===== config.mk =====
export PLATFORM = sky130hd
export DESIGN_NAME = ucode_mcr_ctrl_flat
export DESIGN_NICKNAME = d
export VERILOG_FILES = /design/src/rtl/ucode_mcr_ctrl_if.sv /design/src/rtl/ucode_mcr_ctrl.sv /design/src/flat_wrapper.sv
export SDC_FILE = /design/constraint.sdc
export NUM_CORES = 1
export LEC_CHECK = 0
export CAP_MARGIN = 20
export CORE_ASPECT_RATIO = 1.75
export CORE_UTILIZATION = 48
export DETAILED_ROUTE_END_ITERATION = 7
export MAX_ROUTING_LAYER = met4
export PLACE_DENSITY_LB_ADDON = 0.12
export SYNTH_ARGS = -nofsm -noshare
export SYNTH_HDL_FRONTEND = slang
export SYNTH_SLANG_ARGS = --single-unit

===== constraint.sdc =====
create_clock -name clk -period 6.6 [get_ports clk]
set_clock_uncertainty 0.1 [all_clocks]
set_input_delay 1.32 -clock clk [delete_from_list [all_inputs] [get_ports clk]]
set_output_delay 1.32 -clock clk [all_outputs]
set_load 0.05 [all_outputs]

===== src/rtl/ucode_mcr_ctrl_if.sv =====
// ucode_mcr_ctrl_if
//   Bundles the CPU-side microcode request bus and the external 32-bit word
//   memory bus of the microcode memory-controller responder.
//   slave  : view taken by ucode_mcr_ctrl (takes CPU requests, masters memory).
//   master : view taken by the environment (CPU request source + word memory).
//   CPU side : mcr_addr[13:0], mcr_wdata[48:0], mcr_write, fetch, prefetch
//              -> mcr_rdata[48:0], mcr_ready, mcr_busy
//   Mem side : mem_addr[14:0], mem_wdata[31:0], mem_we, mem_req
//              <- mem_rdata[31:0], mem_ack
interface ucode_mcr_ctrl_if;
  logic [13:0] mcr_addr;
  logic [48:0] mcr_wdata;
  logic        mcr_write;
  logic        fetch;
  logic        prefetch;
  logic [48:0] mcr_rdata;
  logic        mcr_ready;
  logic        mcr_busy;
  logic [14:0] mem_addr;
  logic [31:0] mem_wdata;
  logic        mem_we;
  logic        mem_req;
  logic [31:0] mem_rdata;
  logic        mem_ack;

  modport slave (
    input  mcr_addr, mcr_wdata, mcr_write, fetch, prefetch, mem_rdata, mem_ack,
    output mcr_rdata, mcr_ready, mcr_busy, mem_addr, mem_wdata, mem_we, mem_req
  );

  modport master (
    output mcr_addr, mcr_wdata, mcr_write, fetch, prefetch, mem_rdata, mem_ack,
    input  mcr_rdata, mcr_ready, mcr_busy, mem_addr, mem_wdata, mem_we, mem_req
  );
endinterface


===== src/rtl/ucode_mcr_ctrl.sv =====
// ucode_mcr_ctrl
//   Microcode fetch/write responder used when the 16Kx49 control store is
//   external. Each 49-bit microinstruction lives in two 32-bit memory words
//   ({addr,0} = bits 31:0, {addr,1} = bits 48:32 in word bits 16:0).
//   A one-entry prefetch buffer lets a fetch following a matching prefetch
//   complete in one cycle without touching memory.
// Ports:
//   clk   : system clock, rising edge
//   reset : asynchronous, active-low reset
//   bus   : ucode_mcr_ctrl_if.slave (CPU request bus + external memory bus)
// Parameters:
//   PREFETCH_EN : 1 enables the prefetch buffer; 0 ignores prefetch hints
//   HI_PAD      : fill bit replicated into mem_wdata[31:17] on high-half writes
module ucode_mcr_ctrl #(
  parameter logic PREFETCH_EN = 1'b1,
  parameter logic HI_PAD      = 1'b0
) (
  input  logic            clk,
  input  logic            reset,
  ucode_mcr_ctrl_if.slave bus
);

  localparam logic [2:0] IDLE  = 3'd0;
  localparam logic [2:0] RD_LO = 3'd1;
  localparam logic [2:0] RD_HI = 3'd2;
  localparam logic [2:0] WR_LO = 3'd3;
  localparam logic [2:0] WR_HI = 3'd4;
  localparam logic [2:0] RESP  = 3'd5;

  logic [2:0]  state_q, state_d;
  logic [13:0] addr_q, addr_d;
  logic [48:0] wdata_q, wdata_d;
  logic        is_pf_q, is_pf_d;
  logic [48:0] mcr_rdata_q, mcr_rdata_d;
  logic        mcr_ready_q, mcr_ready_d;
  logic        mem_req_q, mem_req_d;
  logic        mem_we_q, mem_we_d;
  logic [14:0] mem_addr_q, mem_addr_d;
  logic [31:0] mem_wdata_q, mem_wdata_d;
  logic        buf_valid_q, buf_valid_d;
  logic [13:0] buf_tag_q, buf_tag_d;
  logic [48:0] buf_data_q, buf_data_d;

  logic        tag_hit;

  assign tag_hit = buf_valid_q && (buf_tag_q == bus.mcr_addr);

  always_comb begin
    state_d     = state_q;
    addr_d      = addr_q;
    wdata_d     = wdata_q;
    is_pf_d     = is_pf_q;
    mcr_rdata_d = mcr_rdata_q;
    mcr_ready_d = 1'b0;
    mem_req_d   = mem_req_q;
    mem_we_d    = mem_we_q;
    mem_addr_d  = mem_addr_q;
    mem_wdata_d = mem_wdata_q;
    buf_valid_d = buf_valid_q;
    buf_tag_d   = buf_tag_q;
    buf_data_d  = buf_data_q;

    case (state_q)
      IDLE: begin
        if (bus.mcr_write) begin
          addr_d      = bus.mcr_addr;
          wdata_d     = bus.mcr_wdata;
          is_pf_d     = 1'b0;
          mem_req_d   = 1'b1;
          mem_we_d    = 1'b1;
          mem_addr_d  = {bus.mcr_addr, 1'b0};
          mem_wdata_d = bus.mcr_wdata[31:0];
          state_d     = WR_LO;
        end else if (bus.fetch) begin
          addr_d  = bus.mcr_addr;
          is_pf_d = 1'b0;
          if (tag_hit) begin
            mcr_rdata_d = buf_data_q;
            mcr_ready_d = 1'b1;
            state_d     = RESP;
          end else begin
            mem_req_d  = 1'b1;
            mem_we_d   = 1'b0;
            mem_addr_d = {bus.mcr_addr, 1'b0};
            state_d    = RD_LO;
          end
        end else if (PREFETCH_EN && bus.prefetch && !tag_hit) begin
          addr_d     = bus.mcr_addr;
          is_pf_d    = 1'b1;
          mem_req_d  = 1'b1;
          mem_we_d   = 1'b0;
          mem_addr_d = {bus.mcr_addr, 1'b0};
          state_d    = RD_LO;
        end
      end

      RD_LO: begin
        if (bus.mem_ack) begin
          // A prefetch fills the shadow buffer instead of mcr_rdata; the
          // buffer is invalid until its high half lands.
          if (is_pf_q) begin
            buf_data_d[31:0] = bus.mem_rdata;
            buf_valid_d      = 1'b0;
          end else begin
            mcr_rdata_d[31:0] = bus.mem_rdata;
          end
          mem_addr_d = {addr_q, 1'b1};
          state_d    = RD_HI;
        end
      end

      RD_HI: begin
        if (bus.mem_ack) begin
          if (is_pf_q) begin
            buf_data_d[48:32] = bus.mem_rdata[16:0];
            buf_tag_d         = addr_q;
            buf_valid_d       = 1'b1;
          end else begin
            mcr_rdata_d[48:32] = bus.mem_rdata[16:0];
            mcr_ready_d        = 1'b1;
          end
          mem_req_d = 1'b0;
          state_d   = RESP;
        end
      end

      WR_LO: begin
        if (bus.mem_ack) begin
          mem_addr_d  = {addr_q, 1'b1};
          mem_wdata_d = {{15{HI_PAD}}, wdata_q[48:32]};
          state_d     = WR_HI;
        end
      end

      WR_HI: begin
        if (bus.mem_ack) begin
          mem_req_d   = 1'b0;
          mem_we_d    = 1'b0;
          mcr_ready_d = 1'b1;
          // Keep the prefetch buffer coherent with the word just written.
          if (buf_valid_q && (buf_tag_q == addr_q)) begin
            buf_data_d = wdata_q;
          end
          state_d = RESP;
        end
      end

      RESP: begin
        state_d = IDLE;
      end

      default: begin
        state_d = IDLE;
      end
    endcase
  end

  always_ff @(posedge clk or negedge reset) begin
    if (!reset) begin
      state_q     <= IDLE;
      addr_q      <= '0;
      wdata_q     <= '0;
      is_pf_q     <= 1'b0;
      mcr_rdata_q <= '0;
      mcr_ready_q <= 1'b0;
      mem_req_q   <= 1'b0;
      mem_we_q    <= 1'b0;
      mem_addr_q  <= '0;
      mem_wdata_q <= '0;
      buf_valid_q <= 1'b0;
      buf_tag_q   <= '0;
      buf_data_q  <= '0;
    end else begin
      state_q     <= state_d;
      addr_q      <= addr_d;
      wdata_q     <= wdata_d;
      is_pf_q     <= is_pf_d;
      mcr_rdata_q <= mcr_rdata_d;
      mcr_ready_q <= mcr_ready_d;
      mem_req_q   <= mem_req_d;
      mem_we_q    <= mem_we_d;
      mem_addr_q  <= mem_addr_d;
      mem_wdata_q <= mem_wdata_d;
      buf_valid_q <= buf_valid_d;
      buf_tag_q   <= buf_tag_d;
      buf_data_q  <= buf_data_d;
    end
  end

  assign bus.mcr_rdata = mcr_rdata_q;
  assign bus.mcr_ready = mcr_ready_q;
  assign bus.mcr_busy  = (state_q != IDLE);
  assign bus.mem_addr  = mem_addr_q;
  assign bus.mem_wdata = mem_wdata_q;
  assign bus.mem_we    = mem_we_q;
  assign bus.mem_req   = mem_req_q;

endmodule


===== src/flat_wrapper.sv =====
// flat-port wrapper written by rule: the top's interface ports become plain ports
module ucode_mcr_ctrl_flat 
#(
  parameter logic PREFETCH_EN = 1'b1,
  parameter logic HI_PAD      = 1'b0
)
  (clk, reset, bus_mcr_addr, bus_mcr_wdata, bus_mcr_write, bus_fetch, bus_prefetch, bus_mem_rdata, bus_mem_ack, bus_mcr_rdata, bus_mcr_ready, bus_mcr_busy, bus_mem_addr, bus_mem_wdata, bus_mem_we, bus_mem_req);
  ucode_mcr_ctrl_if bus_i ();
  input  logic clk;
  input  logic reset;
  input wire logic [$bits(bus_i.mcr_addr)-1:0] bus_mcr_addr;
  input wire logic [$bits(bus_i.mcr_wdata)-1:0] bus_mcr_wdata;
  input wire logic [$bits(bus_i.mcr_write)-1:0] bus_mcr_write;
  input wire logic [$bits(bus_i.fetch)-1:0] bus_fetch;
  input wire logic [$bits(bus_i.prefetch)-1:0] bus_prefetch;
  input wire logic [$bits(bus_i.mem_rdata)-1:0] bus_mem_rdata;
  input wire logic [$bits(bus_i.mem_ack)-1:0] bus_mem_ack;
  output wire logic [$bits(bus_i.mcr_rdata)-1:0] bus_mcr_rdata;
  output wire logic [$bits(bus_i.mcr_ready)-1:0] bus_mcr_ready;
  output wire logic [$bits(bus_i.mcr_busy)-1:0] bus_mcr_busy;
  output wire logic [$bits(bus_i.mem_addr)-1:0] bus_mem_addr;
  output wire logic [$bits(bus_i.mem_wdata)-1:0] bus_mem_wdata;
  output wire logic [$bits(bus_i.mem_we)-1:0] bus_mem_we;
  output wire logic [$bits(bus_i.mem_req)-1:0] bus_mem_req;
  assign bus_i.mcr_addr = bus_mcr_addr;
  assign bus_i.mcr_wdata = bus_mcr_wdata;
  assign bus_i.mcr_write = bus_mcr_write;
  assign bus_i.fetch = bus_fetch;
  assign bus_i.prefetch = bus_prefetch;
  assign bus_i.mem_rdata = bus_mem_rdata;
  assign bus_i.mem_ack = bus_mem_ack;
  assign bus_mcr_rdata = bus_i.mcr_rdata;
  assign bus_mcr_ready = bus_i.mcr_ready;
  assign bus_mcr_busy = bus_i.mcr_busy;
  assign bus_mem_addr = bus_i.mem_addr;
  assign bus_mem_wdata = bus_i.mem_wdata;
  assign bus_mem_we = bus_i.mem_we;
  assign bus_mem_req = bus_i.mem_req;
  ucode_mcr_ctrl #(.PREFETCH_EN(PREFETCH_EN), .HI_PAD(HI_PAD)) u_core (.clk(clk), .reset(reset), .bus(bus_i));
endmodule

==> flow_metrics.tcl <==
set metrics [dict create \
    cp.arrival_ns 2.49 \
    peakVddDrop_mv 0.344 \
    p_sw_frac 0.433 \
    multiInputGateArea_sq_um 5630 \
    p_clk_frac 0.181 \
    worstMarginPinSlew_ns 1.01 \
    min-delay-start "u_core.wdata_q[12]$_DFFE_PN0P_" \
    fin_area_sq_um 14800 \
    start_util 0.491 \
    synth_top_family_by_area "simple AND/OR/NAND/NOR gates" \
    powerDensity_nw_per_um2 580 \
    hold_buffers 0 \
    yosysTopAreaCell "dfrtp_1" \
    cpPeakStageDelay_ns 0.87 \
    first_pass_iters 5 \
    slew_viol_final 0 \
    start_kind "register" \
    grt.total_usage 0.256 \
    place_ws_ns 2.31 \
    avgViaCountPerCell 5.89 \
    tns_ns 0 \
    finalHoldViolCount 0 \
    top_layer "met4" \
    postCtsResizedCells 0 \
    die_y_um 209 \
    dieArea_sq_um 25200 \
    finalCritPeriodShare 0.592 \
    area_growth_pct 25.7 \
    worst_setup_path_end_kind "primary output" \
    synth.mux.area_fraction 0.144 \
    synth-seq-area-share 0.488 \
    htreeDepth 1 \
    synthTopCellsByArea "dfrtp_1, mux2_2, nand2_1, nand3_1, mux2i_1" \
    hold_path_class "reg -> reg" \
    critPathSlowestCell "clkdlybuf4s50_1" \
    yosysMostFrequentCell "nand2_1" \
    crit_path_start "u_core.state_q[1]$_DFFE_PN0P_" \
    crit_chain "nor3_4 > inv_1 > clkdlybuf4s50_1" \
    rows 75 \
    wirelength_met1_mm 13.7 \
    post_cts_buffers 0 \
    drt-total-wl_mm 31.1 \
    synth_edf_count 0 \
    syn_area_sq_um 11800 \
    root_buffer "clkbuf_16" \
    grt_overflow 0 \
    clock_latency_ns 0.51 \
    met3_length_mm 1.38 \
    worstPathRequired_ns 5.18 \
    synth_xor_area_frac 0.0223 \
    postSynthAreaPerCell_sq_um 10.1 \
    grt_first_pass_wirelength_mm 50.4 \
    seq_power_share 0.311 \
    ys_ff_latch 230 \
    io_pins 201 \
    combPwrFrac 0.508 \
    p_switching_w 0.00372 \
    ys.flop_type "dfrtp_1" \
    fmax_mhz 256 \
    synth.distinct_cells 47 \
    post_dp_cell_area_sq_um 13900 \
    syn-num-nets 1268 \
    setup_viol 0 \
    ant_nets 0 \
    crit_fanout 17 \
    synthSimpleGateAreaFrac 0.196 \
    maxCapViolations 0 \
    fin_ws_ns 2.69 \
    dieWidth_um 120 \
    total_power_w 0.00860 \
    routabilityCongestion 0.808 \
    io_buffers 200 \
    drc 0 \
    synth_fa_ha_area_frac 0 \
    status "complete, no violations" \
    numCtsBuffers 23 \
    hpwl_mm 20.3 \
    grt_setup_unrepaired "false" \
    first_iter_violations 755 \
    cts.sinks 230 \
    intPower_w 0.00488 \
    synth_top_area_frac 0.488 \
    yosysWarningCount 0 \
    reg2reg_from "u_core.state_q[0]$_DFFE_PN0P_" \
    relSlewSlack 0.326 \
    via_count 9602 \
    syn_inst 1167 \
    cts_tree "built" \
    async_flop_share 1.00 \
    postLayoutCoreUtil 0.617 \
    grt_pass1_vias 9257 \
    clockBufferDepth 3 \
    nets 1405 \
    core_sq_um 24000 \
    wl_met2_mm 15.3 \
    grt_start_max_net_pins 137 \
    clk_pin_slew_worst_paths_ns 0.06 \
    finalCriticalPeriod_ns 3.91 \
    leakagePower_nw 6.33 \
    ys_top_cells_by_count "nand2_1, dfrtp_1, nand3_1" \
    grt_antenna_before_repair 1 \
    n_fill_cell 2025 \
    criticalPathCategory "reg -> out" \
    layout-drive-gt1-share 0.130 \
    post_drt_wl_per_cell_um 19.1 \
    synth-compound-area-share 0.111 \
    sequential_cell_area_sq_um 5760 \
]
[registers in the layout, indices dropped and copies added, names as in the netlist, 3 cells and up]
signal / flops
u_core.buf_data_q: 49
u_core.bus.mcr_rdata: 49
u_core.wdata_q: 49
u_core.bus.mem_wdata: 32
u_core.bus.mem_addr: 15
u_core.addr_q: 14
u_core.buf_tag_q: 14
u_core.state_q: 3
[cells by family after synthesis]
| kind of cell | Yosys count |
|---|---|
| xor+xnor | 30 |
| mux | 158 |
| compound gates | 153 |
| flops | 230 |
| buf+inv | 107 |
| simple gates | 489 |
[routing by layer]
metal / GRT usage / vias to the layer above
met5: - / -
met4: 0.0728 / 0
met3: 0.0315 / 46
met2: 0.410 / 254
met1: 0.343 / 4768
li1: - / 4534
[worst paths after layout]
kind	end	slack, ns	depth (start not counted)
worst min register to register	u_core.wdata_q[12]$_DFFE_PN0P_	0.37	2
worst max register to register	u_core.buf_data_q[5]$_DFFE_PN0P_	3.19	7
worst max-delay path	bus_mcr_busy	2.69	3
worst min-delay path	u_core.wdata_q[12]$_DFFE_PN0P_	0.37	2
min in group asynchronous	u_core.bus.mcr_rdata[42]$_DFFE_PN0P_	0.74	1
max in group asynchronous	u_core.buf_tag_q[9]$_DFFE_PN0P_	4.38	2
[metrics by stage]
| stage | std cells | hold WS, ns |
|---|---|---|
| after floorplan | 1167 | 0.340 |
| after global placement | 1587 | 0.356 |
| after detailed placement | 1587 | 0.358 |
| after CTS | 1628 | 0.376 |
| after global routing | 1629 | 0.393 |
| final | 1629 | 0.373 |
[area by class of cell]
class,instances,area share
Clock inverter,10,0.0169
Inverter,5,0.00127
Tap cell,308,0.0260
Clock buffer,31,0.0436
Timing Repair Buffer,214,0.143
Sequential cell,230,0.389
Multi-Input combinational cell,830,0.380
Antenna cell,1,0.000169
[power by group through the flow]
| stage | clock (W) | sequential (W) | combinational (W) |
|---|---|---|---|
| global placement | 0 | 0.00266 | 0.00429 |
| floorplan | 0 | 0.00347 | 0.00230 |
| global route | 0.00163 | 0.00278 | 0.00471 |
| detailed placement | 0 | 0.00269 | 0.00438 |
| finish | 0.00155 | 0.00268 | 0.00437 |
| CTS | 0.00158 | 0.00268 | 0.00440 |
[worst max-delay path: cells and delay by family, from the launching register on]
family / cells / cell delay [ns]
simple gates: 1 / 0.04
buf+inv: 2 / 1.09
flops: 1 / 0.84
[layout by cell type (no fill, tap or decap), types with 16 or more instances in the layout]
cell	instances
clkbuf_16	23
o21ai_0	20
xnor2_1	30
mux2_2	89
nand3_1	152
clkdlybuf4s50_1	198
nand2_1	249
dfrtp_1	230
o311a_1	49
a2bb2oi_1	16
mux2i_1	66
o22ai_1	18
or4_1	49
Power figures use the tool's default switching activity.
